==> config.mk <==
export PLATFORM = sky130hd
export DESIGN_NAME = inst_fetch_unit
export DESIGN_NICKNAME = d
export VERILOG_FILES = /design/src/rtl/cpu_pkg.sv /design/src/rtl/fetch_skid_buffer.sv /design/src/rtl/inst_fetch_unit.sv
export SDC_FILE = /design/constraint.sdc
export NUM_CORES = 1
export LEC_CHECK = 0
export ABC_AREA = 1
export BUFFER_PORTS_ARGS = -buffer_cell sky130_fd_sc_hd__buf_2
export CAP_MARGIN = 20
export CORE_ASPECT_RATIO = 1.2
export CORE_MARGIN = 4
export CORE_UTILIZATION = 30
export DETAILED_ROUTE_END_ITERATION = 7
export PLACE_DENSITY = 0.54
export SYNTH_ARGS = -nofsm -noshare
export SYNTH_HDL_FRONTEND = slang
export SYNTH_SLANG_ARGS = --single-unit
==> constraint.sdc <==
create_clock -name clk_i -period 10.5 [get_ports clk_i]
set_input_delay 2.1 -clock clk_i [delete_from_list [all_inputs] [get_ports clk_i]]
set_output_delay 2.1 -clock clk_i [all_outputs]
set_load 0.02 [all_outputs]
==> src/rtl/cpu_pkg.sv <==
// ============================================================================
// Module      : cpu_pkg
// Description : Shared fetch-path widths, constants and state encoding.
// Revision    : 1.0 - initial release
// ============================================================================
`default_nettype none

package cpu_pkg;

    localparam int INST_W = 32;
    localparam int ADDR_W = 32;
    localparam logic [INST_W-1:0] NOP_INST = 32'h0000_0000;

    typedef enum logic [1:0] {
        S_IDLE  = 2'd0,
        S_REQ   = 2'd1,
        S_HOLD  = 2'd2,
        S_DRAIN = 2'd3
    } fetch_state_e;

    // Instruction addresses are always word aligned; low bits are dropped.
    function automatic logic [ADDR_W-1:0] word_align(input logic [ADDR_W-1:0] addr);
        return {addr[ADDR_W-1:2], 2'b00};
    endfunction

endpackage

`default_nettype wire

==> src/rtl/fetch_skid_buffer.sv <==
// ============================================================================
// Module      : fetch_skid_buffer
// Description : One-entry holding slot for a fetched word that arrived while
//               the IF/ID register was stalled.
// Revision    : 1.0 - initial release
// ============================================================================
`default_nettype none

module fetch_skid_buffer
    import cpu_pkg::*;
(
    input  logic              clk_i,
    input  logic              rst_i,
    input  logic              load_i,
    input  logic              clear_i,
    input  logic [INST_W-1:0] data_i,
    input  logic [ADDR_W-1:0] pc_plus4_i,
    output logic [INST_W-1:0] data_o,
    output logic [ADDR_W-1:0] pc_plus4_o,
    output logic              full_o
);

    logic [INST_W-1:0] data_q;
    logic [ADDR_W-1:0] pc_plus4_q;
    logic              full_q;

    always_ff @(posedge clk_i or posedge rst_i) begin
        if (rst_i) begin
            data_q     <= NOP_INST;
            pc_plus4_q <= '0;
            full_q     <= 1'b0;
        end else if (clear_i) begin
            full_q     <= 1'b0;
        end else if (load_i) begin
            data_q     <= data_i;
            pc_plus4_q <= pc_plus4_i;
            full_q     <= 1'b1;
        end
    end

    assign data_o     = data_q;
    assign pc_plus4_o = pc_plus4_q;
    assign full_o     = full_q;

endmodule

`default_nettype wire

==> src/rtl/inst_fetch_unit.sv <==
// ============================================================================
// Module      : inst_fetch_unit
// Description : Instruction fetch FSM with redirect draining and a one-entry
//               skid buffer feeding the IF/ID register.
// Revision    : 1.0 - initial release
// ============================================================================
`default_nettype none

module inst_fetch_unit
    import cpu_pkg::*;
#(
    parameter logic [ADDR_W-1:0] RESET_PC = 32'h0000_0000
) (
    input  logic              clk_i,
    input  logic              rst_i,
    input  logic              start_i,
    input  logic              stall_i,
    input  logic              redirect_i,
    input  logic [ADDR_W-1:0] redirect_pc_i,
    output logic              imem_req_o,
    output logic [ADDR_W-1:0] imem_addr_o,
    input  logic              imem_ack_i,
    input  logic [INST_W-1:0] imem_data_i,
    output logic [INST_W-1:0] inst_o,
    output logic [ADDR_W-1:0] pc_plus4_o,
    output logic              valid_o
);

    fetch_state_e      state_q,      state_d;
    logic [ADDR_W-1:0] fetch_pc_q,   fetch_pc_d;
    logic [ADDR_W-1:0] pending_pc_q, pending_pc_d;
    logic [INST_W-1:0] inst_q,       inst_d;
    logic [ADDR_W-1:0] pc_plus4_q,   pc_plus4_d;
    logic              valid_q,      valid_d;

    logic              skid_load;
    logic              skid_clear;
    logic [INST_W-1:0] skid_data;
    logic [ADDR_W-1:0] skid_pc_plus4;
    logic              skid_full;

    logic [ADDR_W-1:0] pc_inc;
    logic [ADDR_W-1:0] redirect_pc;
    logic              slot_free;

    assign pc_inc      = fetch_pc_q + 32'd4;
    assign redirect_pc = word_align(redirect_pc_i);
    assign slot_free   = !valid_q || !stall_i;

    fetch_skid_buffer u_skid (
        .clk_i      (clk_i),
        .rst_i      (rst_i),
        .load_i     (skid_load),
        .clear_i    (skid_clear),
        .data_i     (imem_data_i),
        .pc_plus4_i (pc_inc),
        .data_o     (skid_data),
        .pc_plus4_o (skid_pc_plus4),
        .full_o     (skid_full)
    );

    always_comb begin
        state_d      = state_q;
        fetch_pc_d   = fetch_pc_q;
        pending_pc_d = pending_pc_q;
        inst_d       = inst_q;
        pc_plus4_d   = pc_plus4_q;
        valid_d      = valid_q && stall_i;
        skid_load    = 1'b0;
        skid_clear   = 1'b0;

        // A redirect kills whatever is presented or buffered, regardless of stall.
        if (redirect_i) begin
            valid_d    = 1'b0;
            skid_clear = 1'b1;
        end

        case (state_q)
            S_IDLE: begin
                if (redirect_i) begin
                    fetch_pc_d = redirect_pc;
                end
                if (start_i) begin
                    state_d = S_REQ;
                end
            end
            S_REQ: begin
                if (redirect_i) begin
                    if (imem_ack_i) begin
                        fetch_pc_d = redirect_pc;
                        state_d    = start_i ? S_REQ : S_IDLE;
                    end else begin
                        pending_pc_d = redirect_pc;
                        state_d      = S_DRAIN;
                    end
                end else if (imem_ack_i) begin
                    fetch_pc_d = pc_inc;
                    if (slot_free) begin
                        inst_d     = imem_data_i;
                        pc_plus4_d = pc_inc;
                        valid_d    = 1'b1;
                        state_d    = start_i ? S_REQ : S_IDLE;
                    end else begin
                        skid_load = 1'b1;
                        state_d   = S_HOLD;
                    end
                end
            end
            S_HOLD: begin
                if (redirect_i) begin
                    fetch_pc_d = redirect_pc;
                    state_d    = S_REQ;
                end else if (!stall_i && skid_full) begin
                    inst_d     = skid_data;
                    pc_plus4_d = skid_pc_plus4;
                    valid_d    = 1'b1;
                    skid_clear = 1'b1;
                    state_d    = S_REQ;
                end
            end
            S_DRAIN: begin
                // The stale request must complete before the new address is issued.
                if (imem_ack_i) begin
                    fetch_pc_d = redirect_i ? redirect_pc : pending_pc_q;
                    state_d    = S_REQ;
                end else if (redirect_i) begin
                    pending_pc_d = redirect_pc;
                end
            end
            default: begin
                state_d = S_IDLE;
            end
        endcase
    end

    always_ff @(posedge clk_i or posedge rst_i) begin
        if (rst_i) begin
            state_q      <= S_IDLE;
            fetch_pc_q   <= RESET_PC;
            pending_pc_q <= '0;
            inst_q       <= NOP_INST;
            pc_plus4_q   <= '0;
            valid_q      <= 1'b0;
        end else begin
            state_q      <= state_d;
            fetch_pc_q   <= fetch_pc_d;
            pending_pc_q <= pending_pc_d;
            inst_q       <= inst_d;
            pc_plus4_q   <= pc_plus4_d;
            valid_q      <= valid_d;
        end
    end

    assign imem_req_o  = (state_q == S_REQ) || (state_q == S_DRAIN);
    assign imem_addr_o = fetch_pc_q;
    assign inst_o      = inst_q;
    assign pc_plus4_o  = pc_plus4_q;
    assign valid_o     = valid_q;

endmodule

`default_nettype wire

==> metrics.txt <==
Synth Area in Compound Gates 13.1%; WL/cell between 15 and 20 microns; Yosys top cell by area dfrtp_1; final wirelength ~27000 microns; Largest stage delay, worst path ~0.63 ns; nets@finish approximately 1.4k; Tcrit/Tclk final approximately two fifths; most numerous cell in the Yosys netlist nand2_1; VDD IR max between 100 and 150 uV; Lkg Pwr 5.71 nW; clk slew on worst S/H paths 0.07 ns; top_reg_cell synth dfrtp_1; vias in the first global route around 7.6k; CTS Hold Bufs 0; synth warn 0; setup bufs post-CTS 0; number of synthesized flops with an enable pin 0; root buf cell clkbuf_16; clk_lat worst skew 0.44 ns; Post-Synth XOR/XNOR Area ~1.2%; via count a little over 8k; DP Wirelength 18100 microns; CTS H-Tree Depth 4; DR WL met2 between 10000 and 15000 microns; Clock Skew around 0.0084 ns; met3 WL post-DR approximately 1400 microns; diode count 0; slowest stage cell, crit path buf_4; Req. time, crit path between 10 and 15 ns; most used cell, CP inv_2; antenna violations before repair 0; CP cell instances buf_2 -> nor2_4 -> inv_2 -> nor3_4 -> buf_4 -> inv_2 -> buf_12 -> nand2_1 -> o21ai_1; Overall Power between 3 and 4 mW; remaining antenna violation count after routing 0; Flop pwr share 36.2%; detailed-route DRC error count 0; CP Buf/Inv Count 5; Synth top area share between 50% and 60%; clk sinks approximately 200; gr ovfl total 0; final core utilization 35.9%; critical path peak fanout 69; DR vias/cell about 4.6; Hold WC Path Type reg2reg; Initial DRC Count 716; type of origin of the critical path input pin; die area about 35000 sq um; RSZ-0062 raised after global routing no; TNS Setup 0 ns; endpoints failing hold 0; cts repair resizes 0; WP data arrival ~4.7 ns; Non-Filler Instances about 1.8k; TritonCTS Buffers 17; setup violators final 0; CP delay by family, top buffers and inverters; port bufs between 150 and 200; main combinational cell family by area after synthesis simple AND/OR/NAND/NOR gates; largest net degree at the start of global routing 80; Die Width 170 microns; Cells after Synth between 1k and 1.5k; Metal-1 WL 12900 microns; power per cell area about 330 nW/um^2; clock buffer depth 2; crit end category flop; worst rel slew slack ~44%; layout cells sized above 1 about 17%; adder-cell share of the synthesized area 0.659%; gp weighted congestion just under 0.9; overall die height ~200 microns; post-route minimum period about 4.4 ns; Fmax roughly 0.23 GHz; Cell Area, Synth around 9500 sq um; Syn Nets around 1.3k; Placeable Area about 31000 sq um; Synth cell types 33; CTS tree yes; Comb power frac 44.8%; Max Cap Violations 0; highest layer used for signal routing met4; Inst Count DP between 1.5k and 2k; DR pass1 iterations 5; ys async rst share 100%; Starting Density a little under a third; Pins Over Slew Limit 0; switch share ~45%; synthesized flop and latch total 196; switching power between 1.5 and 2 mW; Synth Area in Simple Gates 26.4%; post-synthesis mux area share 0%; Synth area leaders dfrtp_1 52%, nand2_1 16%, nor2_1 6.1%; outcome finished, final reports clean; first-pass GRT wire length 42900 microns; All-Layer GR Usage between 10% and 20%; top-level I/O count about 170; Tightest Pin Transition between 0.8 and 0.9 ns; clock power share about a fifth; syn_area_per_cell 7.82 sq um; leading cell types by count after synthesis 416 x nand2_1, 196 x dfrtp_1, 153 x nor2_1; sequential element share of the synthesized area ~52%; Pint around 2.1 mW; std cell rows just over 70; Layout Area Growth over Synthesis 18.3%; CP Class in2reg
tightest hold or removal path, stage by stage (launching register included):
cell	delay, ns
dfrtp_1	0.35
nand2_1	0.05
nand2_1	0.04
final cells by class:
cell class / instances / area, sq um
clock inverter: 12 / 176
fill: 3383 / 20000
tap: 401 / 502
sequential: 196 / 4900
clock buffer: 20 / 457
timing repair buffer: 175 / 913
inverter: 87 / 334
multi-input combinational: 867 / 3940
final timing paths:
| path | from | endpoint | slack [ns] | depth (start not counted) |
|---|---|---|---|---|
| worst min register to register | u_skid.data_o[4] | u_skid.data_o[4] | 0.47 | 2 |
| worst max-delay path | redirect_i | u_skid.pc_plus4_o[5] | 6.13 | 9 |
| worst min-delay path | u_skid.data_o[4] | u_skid.data_o[4] | 0.47 | 2 |
| min in group asynchronous | rst_i | inst_o[29] | 1.71 | 2 |
| max in group asynchronous | rst_i | imem_addr_o[21] | 6.74 | 4 |
| worst max register to register | state_q[1] | u_skid.pc_plus4_o[5] | 6.93 | 11 |
stage by stage:
stage               area, sq um  hold slack, ns  worst slack (ns)
floorplan                  9490           0.443              3.06
detailed placement        10600           0.459              5.65
CTS                       11200           0.476              6.11
global route              11200           0.488              5.91
finish                    11200           0.473              6.13
global placement          10600           0.456              5.50
layout by cell type (no fill, tap or decap), drive strengths merged, types with 3 or more instances in the layout:
cell	netlist	routed
clkinv	0	5
buf	37	175
and2	4	4
xor2	12	12
bufinv	0	4
a31oi	3	3
clkbuf	26	20
o31ai	38	38
ha	5	5
o21ai	91	91
nand3b	6	6
a22oi	4	4
a21oi	81	81
nand3	31	31
dfrtp	196	196
nand2	420	420
inv	87	88
nor2	164	164
flip-flops by register name, indices dropped and copies added (netlist names):
signal	flops
inst_o	32
u_skid.full_o	1
imem_addr_o	32
state_q	2
valid_o	1
pending_pc_q	32
u_skid.pc_plus4_o	32
u_skid.data_o	32
pc_plus4_o	32
power by group through the flow:
stage | Combinational [mW] | Sequential, mW | Clock [mW]
final | 1.68 | 1.36 | 0.712
after detailed placement | 1.70 | 1.37 | 0
after floorplan | 1.00 | 1.54 | 0
after CTS | 1.71 | 1.36 | 0.735
after global routing | 1.91 | 1.40 | 0.764
after global placement | 1.68 | 1.36 | 0
logic make-up (layout without fill, tap and decap cells):
logic type      Yosys count  count (layout)
simple gates            626             626
xor+xnor                 13              13
buf+inv                 150             294
fa+ha+maj                 5               5
flops                   196             196
compound gates          223             223
metal layers:
layer / up-vias / track usage [%]
met2: 166 / 23.3
met3: 24 / 3.76
li1: 4138 / -
met5: - / 0
met1: 3769 / 22.1
met4: 0 / 4.08
Power figures use the tool's default switching activity.
